`src/rtl/sign_narrow_pkg.sv`:
```
// Shared types and constants for the sign_narrow block: FSM state encoding,
// saturation limits and the signed-16 range test used by narrow_core.
package sign_narrow_pkg;

  typedef enum logic [1:0] {
    StIdle,
    StOne,
    StLo,
    StHi
  } state_e;

  localparam logic [15:0] SAT_POS = 16'h7FFF;
  localparam logic [15:0] SAT_NEG = 16'h8000;

  // A 32-bit word survives narrowing iff its upper half is a pure sign extension.
  function automatic logic fits_s16(input logic [31:0] word);
    return word[31:16] == {16{word[15]}};
  endfunction

endpackage

```
`src/rtl/narrow_core.sv`:
```
// Combinational signed 32->16 narrowing: range check plus saturation or truncation.
// Saturation on out-of-range words is enabled by defining SIGN_NARROW_SATURATE_EN.
module narrow_core
  import sign_narrow_pkg::*;
(
  input  logic [31:0] word_i,
  output logic [15:0] data_o,
  output logic        fits_o
);

  always_comb begin
    fits_o = fits_s16(word_i);
`ifdef SIGN_NARROW_SATURATE_EN
    if (fits_o) begin
      data_o = word_i[15:0];
    end else begin
      data_o = word_i[31] ? SAT_NEG : SAT_POS;
    end
`else
    data_o = word_i[15:0];
`endif
  end

endmodule

```
`src/rtl/sign_narrow.sv`:
```
// Narrows a 32-bit word to one signed-16 beat, or splits it into two 16-bit beats,
// with a saturating overflow counter. Saturation mode: define SIGN_NARROW_SATURATE_EN.
module sign_narrow
  import sign_narrow_pkg::*;
#(
  parameter int unsigned CNT_W = 8
) (
  input  logic             clk,
  input  logic             rst,
  input  logic             in_valid,
  output logic             in_ready,
  input  logic [31:0]      in_data,
  input  logic             in_split,
  output logic             out_valid,
  input  logic             out_ready,
  output logic [15:0]      out_data,
  output logic             out_last,
  output logic             out_ovf,
  output logic [CNT_W-1:0] ovf_count,
  input  logic             ovf_clr
);

  state_e           state_q, state_d;
  logic             out_valid_q, out_valid_d;
  logic [15:0]      out_data_q, out_data_d;
  logic             out_last_q, out_last_d;
  logic             out_ovf_q, out_ovf_d;
  logic [15:0]      hi_q, hi_d;
  logic [CNT_W-1:0] cnt_q, cnt_d;

  logic [15:0] core_data;
  logic        core_fits;
  logic        in_hs;
  logic        out_hs;

  narrow_core u_narrow_core (
    .word_i (in_data),
    .data_o (core_data),
    .fits_o (core_fits)
  );

  // Gated by rst so no word is ever taken while the block is being cleared.
  always_comb begin
    in_ready = 1'b0;
    unique case (state_q)
      StIdle:      in_ready = ~rst;
      StOne, StHi: in_ready = ~rst & out_ready;
      StLo:        in_ready = 1'b0;
      default:     in_ready = 1'b0;
    endcase
  end

  assign in_hs  = in_valid & in_ready;
  assign out_hs = out_valid_q & out_ready;

  always_comb begin
    state_d     = state_q;
    out_valid_d = out_valid_q;
    out_data_d  = out_data_q;
    out_last_d  = out_last_q;
    out_ovf_d   = out_ovf_q;
    hi_d        = hi_q;

    unique case (state_q)
      StIdle: begin
      end
      StOne, StHi: begin
        if (out_hs) begin
          state_d     = StIdle;
          out_valid_d = 1'b0;
        end
      end
      StLo: begin
        if (out_hs) begin
          state_d    = StHi;
          out_data_d = hi_q;
          out_last_d = 1'b1;
        end
      end
      default: begin
        state_d     = StIdle;
        out_valid_d = 1'b0;
      end
    endcase

    // A new word overrides the drain step so ONE/HI can reload without a bubble.
    if (in_hs) begin
      out_valid_d = 1'b1;
      if (in_split) begin
        state_d    = StLo;
        out_data_d = in_data[15:0];
        out_last_d = 1'b0;
        out_ovf_d  = 1'b0;
        hi_d       = in_data[31:16];
      end else begin
        state_d    = StOne;
        out_data_d = core_data;
        out_last_d = 1'b1;
        out_ovf_d  = ~core_fits;
      end
    end
  end

  always_comb begin
    cnt_d = cnt_q;
    if (ovf_clr) begin
      cnt_d = '0;
    end else if (in_hs && !in_split && !core_fits && !(&cnt_q)) begin
      cnt_d = cnt_q + CNT_W'(1);
    end
  end

  always_ff @(posedge clk) begin
    if (rst) begin
      state_q     <= StIdle;
      out_valid_q <= 1'b0;
      out_data_q  <= '0;
      out_last_q  <= 1'b0;
      out_ovf_q   <= 1'b0;
      hi_q        <= '0;
      cnt_q       <= '0;
    end else begin
      state_q     <= state_d;
      out_valid_q <= out_valid_d;
      out_data_q  <= out_data_d;
      out_last_q  <= out_last_d;
      out_ovf_q   <= out_ovf_d;
      hi_q        <= hi_d;
      cnt_q       <= cnt_d;
    end
  end

  assign out_valid = out_valid_q;
  assign out_data  = out_data_q;
  assign out_last  = out_last_q;
  assign out_ovf   = out_ovf_q;
  assign ovf_count = cnt_q;

endmodule

```
`config.mk`:
```
export PLATFORM = sky130hd
export DESIGN_NAME = sign_narrow
export DESIGN_NICKNAME = d
export VERILOG_FILES = /design/src/rtl/sign_narrow_pkg.sv /design/src/rtl/narrow_core.sv /design/src/rtl/sign_narrow.sv
export SDC_FILE = /design/constraint.sdc
export NUM_CORES = 1
export LEC_CHECK = 0
export CAP_MARGIN = 10
export CELL_PAD_IN_SITES_DETAIL_PLACEMENT = 1
export CELL_PAD_IN_SITES_GLOBAL_PLACEMENT = 1
export CORE_UTILIZATION = 35
export DETAILED_ROUTE_END_ITERATION = 7
export PLACE_DENSITY_LB_ADDON = 0.2
export SKIP_LAST_GASP = 1
export SLEW_MARGIN = 40
export SYNTH_ARGS = -nofsm -noshare
export SYNTH_HDL_FRONTEND = slang
export SYNTH_SLANG_ARGS = --single-unit
```
`constraint.sdc`:
```
create_clock -name clk -period 2.81 [get_ports clk]
set_input_delay 0.4215 -clock clk [delete_from_list [all_inputs] [get_ports clk]]
set_output_delay 0.4215 -clock clk [all_outputs]
set_load 0.01 [all_outputs]
```
==> results of run 1 <==
[placed cells by master, fill, tap and decap left out, types with 2 or more instances in the layout]
cell	count
nand2_1	69
clkdlybuf4s50_1	65
dfxtp_1	45
a21oi_1	28
nor2_1	20
a311oi_1	13
nand3_1	6
clkbuf_8	6
nor3_1	5
or4_1	5
nand4_1	4
or3_1	4
a22oi_1	4
buf_4	4
o31ai_1	3
inv_1	2
nor4_1	2
o21ai_1	2
[cells by family after synthesis]
| family | Yosys count | synth area share (%) |
|---|---|---|
| buffers and inverters | 18 | 4.45 |
| DFF | 45 | 45.1 |
| adders and majority gates | 1 | 0.626 |
| muxes | 1 | 0.501 |
| AOI/OAI and AO/OA | 60 | 19.7 |
| and+or+nand+nor | 126 | 29.6 |
[power by group]
group	switching, uW	internal [uW]	total, uW
Combinational	96.3	115	211
Sequential	18.3	668	686
Clock	217	290	507
Total	331	1070	1400
[flip-flops by register name (all words and copies together), names as in the netlist]
name / cells
out_valid: 1
ovf_count: 8
out_data: 16
state_q: 2
hi_q: 16
out_last: 1
out_ovf: 1
[synthesized netlist by cell type (2+ instances only)]
cell,number
a21oi_1,28
a22oi_1,4
a311oi_1,13
buf_2,2
buf_6,2
clkbuf_1,11
dfxtp_1,45
inv_1,2
nand2_1,69
nand3_1,6
nand4_1,4
nor2_1,20
nor3_1,5
nor4_1,2
o21ai_1,2
o31ai_1,3
or3_1,4
or4_1,5
[metrics by stage]
step	std cells	setup slack, ns	total power (uW)
finish	384	0.473	1400
global route	384	0.310	1470
CTS	384	0.459	1420
detailed placement	376	0.157	914
global placement	376	0.220	909
floorplan	251	0.995	790
[worst max path at each step]
stage,startpoint,to,slack [ns]
6_report,in_data[19],ovf_count[4]$_SDFFE_PP0P_,0.47
5_1_grt,in_data[19],ovf_count[4]$_SDFFE_PP0P_,0.31
4_1_cts,in_data[19],ovf_count[4]$_SDFFE_PP0P_,0.46
3_5_place_dp,in_data[19],ovf_count[4]$_SDFFE_PP0P_,0.16
3_3_place_gp,in_data[19],ovf_count[4]$_SDFFE_PP0P_,0.22
2_1_floorplan,in_data[19],ovf_count[3]$_SDFFE_PP0P_,0.99
[layer usage]
| metal | vias up | GRT usage, % | part of all wire, % | wire (um) |
|---|---|---|---|---|
| li1 | 1017 | - | - | - |
| met2 | 41 | 32.8 | 47 | 2680 |
| met3 | 6 | 4.24 | 4.1 | 237 |
| met5 | - | 0 | 0 | 0 |
| met1 | 964 | 25.2 | 48 | 2760 |
| met4 | 0 | 4.53 | 0.86 | 49 |
[worst min-delay path, delay by kind of cell (launching register included)]
family / cells / cell delay, ns
AO/OA/AOI/OAI: 1 / 0.05
flip-flops: 1 / 0.32
AND/OR/NAND/NOR: 1 / 0.05
[layout make-up]
class                      instances  area (um^2)  share of cell area, %
multi-input combinational        188         1010                   35.9
timing repair buffer              69          681                   24.3
clock buffer                       7         86.3                   3.08
tap                               72         90.1                   3.21
clock inverter                     1         30.0                   1.07
sequential                        45          901                   32.1
inverter                           2         7.51                  0.268
==> impl_metrics.tcl, run 1 <==
set metrics [dict create \
    reg2reg_slack_ns 0.75 \
    yosysWarningCount 0 \
    grt_max_degree 41 \
    worstPathArrival_ns 2.56 \
    min_path_type "reg2reg" \
    cp.depth 6 \
    reg2reg_from "state_q[0]$_SDFFE_PP0P_" \
    whs_path_depth 2 \
    htree_num_levels 2 \
    fill_cells 666 \
    finalCritPeriodShare_pct 83.2 \
    track_usage_pct 19.5 \
    ioPinCount 66 \
    cts_tree "yes" \
    die_y_um 77.5 \
    rows 27 \
    ant_nets 0 \
    final_util_pct 50.9 \
    hold_ws_ns 0.459 \
    synth_top_area_share_pct 45.1 \
    drtIter0Drc 91 \
    fin_nets 350 \
    finalCriticalPeriod_ns 2.34 \
    synth_area_mm2 0.00200 \
    die-area_mm2 0.00601 \
    status "finished, final reports clean" \
    gp_congestion 0.794 \
    antenna_found_initial 0 \
    yosysTopAreaCell "dfxtp_1" \
    clockBufferDepth 2 \
    cts_resized 0 \
    cap_violations 0 \
    wl_per_cell_um 14.9 \
    portBuffers 65 \
    synth.area.top_cells "dfxtp_1 45%, nand2_1 13%, a21oi_1 7.0%" \
    skew_ns 0.0105 \
    cts_setup_buffers 0 \
    synth.distinct_cells 42 \
    vdd_drop_max_v 0.000196 \
    cts-root-buf "clkbuf_8" \
    core_area_mm2 0.00551 \
    finalSetupTns_ns 0 \
    critPathBufInv 1 \
    synthArstFlopShare_pct 0 \
    grt_pass1_wl_um 9220 \
    drt-total-wl_um 5720 \
    holdBufCountCts 0 \
    path_clk_slew_ns 0.09 \
    hpwl_um 3990 \
    grt_pass1_vias 1912 \
    ys_seq_area_share_pct 45.1 \
    syn2layout_area_growth_pct 40.4 \
    vias 2028 \
    cp-start-kind "input port" \
    ys_ff_latch 45 \
    p_per_area_mw_per_mm2 501 \
    final-setup-viol-count 0 \
    crit_fanout 11 \
    remaining_drc_errors 0 \
    max_freq_mhz 428 \
    drive_above_1_share_pct 4.81 \
    die_w_um 77.5 \
    overflow 0 \
    tightest_slew_ns 0.679 \
    relSlewSlack_pct 54.8 \
    critical_path.top_delay_family "simple AND/OR/NAND/NOR gates" \
    slowest_delay_ns 0.56 \
    n_antenna_cell 0 \
    crit_chain "clkdlybuf4s50_1 -> or4_1 -> nor4_1 -> o22a_1 -> or4b_1 -> mux2i_1" \
    syn-num-nets 290 \
    end_kind "flop" \
    cts_sinks 45 \
    cellLeakagePower_uw 0.000954 \
    ys_dominant_reg_cell "dfxtp_1" \
    cts_made_buffers 5 \
    rsz0062_at_grt "false" \
    worstRegToRegCells 5 \
    cp_slowest_cell "or4_1" \
    design_area_mm2 0.00280 \
    worstSkewPairLatency_ns 0.30 \
    syn_inst 251 \
    syn_area_per_cell_um2 7.96 \
    min_to "out_data[12]$_SDFFE_PP0P_" \
    worstPathRequired_ns 3.03 \
    synth_edf_count 0 \
    critical_path_class "in2reg" \
    dr.pass1.iters 6 \
    min_from "out_data[12]$_SDFFE_PP0P_" \
    start_util_pct 36.3 \
    slew_violations 0 \
    r2r_end "hi_q[6]$_SDFFE_PP0P_" \
    vias_per_cell 5.28 \
    hold_viol 0 \
    placed_cell_area_mm2 0.00269 \
]
No activity file was read; power rests on OpenSTA's default activity.
==> inputs of run 2 (changes only) <==
- CORE_UTILIZATION: 35 -> 29
- clock period: 2.81 -> 2.1 ns (I/O delays scaled with it)
==> impl_metrics.tcl, run 2 (synthesis gave the netlist of run 1 again) <==
set metrics [dict create \
    crit_fanout 4 \
    status "complete, but fails checks" \
    ioPinCount 66 \
    cts_tree "yes" \
    portBuffers 65 \
    clockBufferDepth 2 \
    vdd_drop_max_v 0.000315 \
    finalCriticalPeriod_ns 1.99 \
    antenna_found_initial 0 \
    critical_path.top_delay_family "buffers and inverters" \
    mostFrequentLayoutCell "nand2_1" \
    cp.depth 4 \
    cts_sinks 45 \
    max_freq_mhz 503 \
    critPathBufInv 2 \
    vias 2070 \
    worstPathRequired_ns 1.78 \
    syn2layout_area_growth_pct 47.6 \
    cp-start-kind "input port" \
    rsz0062_at_grt "false" \
    ant_nets 0 \
    reg2reg_slack_ns 0.30 \
    cts_setup_buffers 0 \
    violations "design-rule violations" \
    grt_pass1_vias 2108 \
    worstPathArrival_ns 1.67 \
    hpwl_um 4410 \
    finalCritPeriodShare_pct 94.7 \
    endpoint "in_ready" \
    critical_path_class "in2out" \
    placed_cell_area_mm2 0.00285 \
    grt_pass1_wl_um 9930 \
    slew_violations 0 \
    track_usage_pct 17.7 \
    path_clk_slew_ns 0.08 \
    die_y_um 85.0 \
    hold_ws_ns 0.458 \
    fin_nets 371 \
    finalNonFillerCells 409 \
    core_area_mm2 0.00649 \
    vias_per_cell 5.06 \
    cts-root-buf "clkbuf_8" \
    htree_num_levels 2 \
    relSlewSlack_pct 55.1 \
    worst_path_most_repeated_cell "clkdlybuf4s50_1" \
    wl_per_cell_um 14.8 \
    crit_start "out_ready" \
    rows 29 \
    final-setup-viol-count 0 \
    overflow 0 \
    cp_slowest_cell "clkdlybuf4s50_1" \
    grt_max_degree 41 \
    crit_chain "clkdlybuf4s50_1 -> and2_4 -> o21a_1 -> clkdlybuf4s50_1" \
    cts_made_buffers 5 \
    worstSkewPairLatency_ns 0.31 \
    holdBufCountCts 0 \
    skew_ns 0.00776 \
    drt-total-wl_um 6050 \
    slowest_delay_ns 0.53 \
    final_cell_mix "69 x nand2_1, 65 x clkdlybuf4s50_1, 45 x dfxtp_1" \
    finalSetupTns_ns 0 \
    n_antenna_cell 0 \
    min_path_type "reg2reg" \
    remaining_drc_errors 4 \
    worstRegToRegCells 5 \
    start_util_pct 30.7 \
    hold_viol 0 \
    reg2reg_from "state_q[0]$_SDFFE_PP0P_" \
    p_per_area_mw_per_mm2 609 \
    cellLeakagePower_uw 0.00104 \
    gp_congestion 0.750 \
    die-area_mm2 0.00722 \
    die_w_um 85.0 \
    drive_above_1_share_pct 11.1 \
    end_kind "output pin" \
    design_area_mm2 0.00295 \
    tightest_slew_ns 0.674 \
    cap_violations 0 \
    placed_cells 402 \
    dr.pass1.iters 8 \
    r2r_end "hi_q[11]$_SDFFE_PP0P_" \
    drtIter0Drc 79 \
]
## run 2: layout make-up
cell class              count  area, um^2
well taps                  77        96.3
clock inverters             1        7.51
multi-input cells         188        1010
clock buffers               6        82.6
flip-flops and latches     45         901
fillers                   800        3550
repair buffers             90         838
inverters                   2        7.51
## run 2: per-layer routing
metal | vias to the layer above | track usage [%] | share of wire, %
met2 | 38 | 30.6 | 48
li1 | 1058 | - | -
met4 | 0 | 6.47 | 1.4
met1 | 966 | 21.6 | 48
met5 | - | 0 | 0
met3 | 8 | 3.70 | 3.5
## run 2: through the flow
step / total power [uW] / util (%) / setup slack (ns)
after floorplan: 1060 / - / 0.391
after global placement: 1240 / 43.9 / -0.249
after detailed placement: 1250 / 43.9 / -0.232
after CTS: 1820 / 45.3 / 0.0661
after global routing: 1880 / 45.4 / 0.00117
final: 1800 / 45.4 / 0.112
## run 2: worst min path at each step
stage,endpoint,from,depth (start not counted),slack (ns)
after floorplan,hi_q[12]$_SDFFE_PP0P_,hi_q[12]$_SDFFE_PP0P_,2,0.44
after global placement,hi_q[3]$_SDFFE_PP0P_,hi_q[3]$_SDFFE_PP0P_,2,0.44
after detailed placement,hi_q[7]$_SDFFE_PP0P_,hi_q[7]$_SDFFE_PP0P_,2,0.45
after CTS,hi_q[9]$_SDFFE_PP0P_,hi_q[9]$_SDFFE_PP0P_,2,0.46
after global routing,hi_q[13]$_SDFFE_PP0P_,hi_q[13]$_SDFFE_PP0P_,2,0.48
final,hi_q[9]$_SDFFE_PP0P_,hi_q[9]$_SDFFE_PP0P_,2,0.46
## run 2: power breakdown
group	switching [uW]	internal (uW)
Clock	308	261
Combinational	135	174
Sequential	23.8	893
## run 2: repair_timing
item                                   CTS  global route
setup endpoints to repair                0             8
endpoints found under the hold margin    0             0
gates resized for setup                  0             1
## run 2: worst register-to-register path: cells and delay by family (launching register included)
| kind | cells | cell delay, ns |
|---|---|---|
| flip-flops | 1 | 0.42 |
| AND/OR/NAND/NOR | 3 | 0.92 |
| AO/OA/AOI/OAI | 2 | 0.40 |
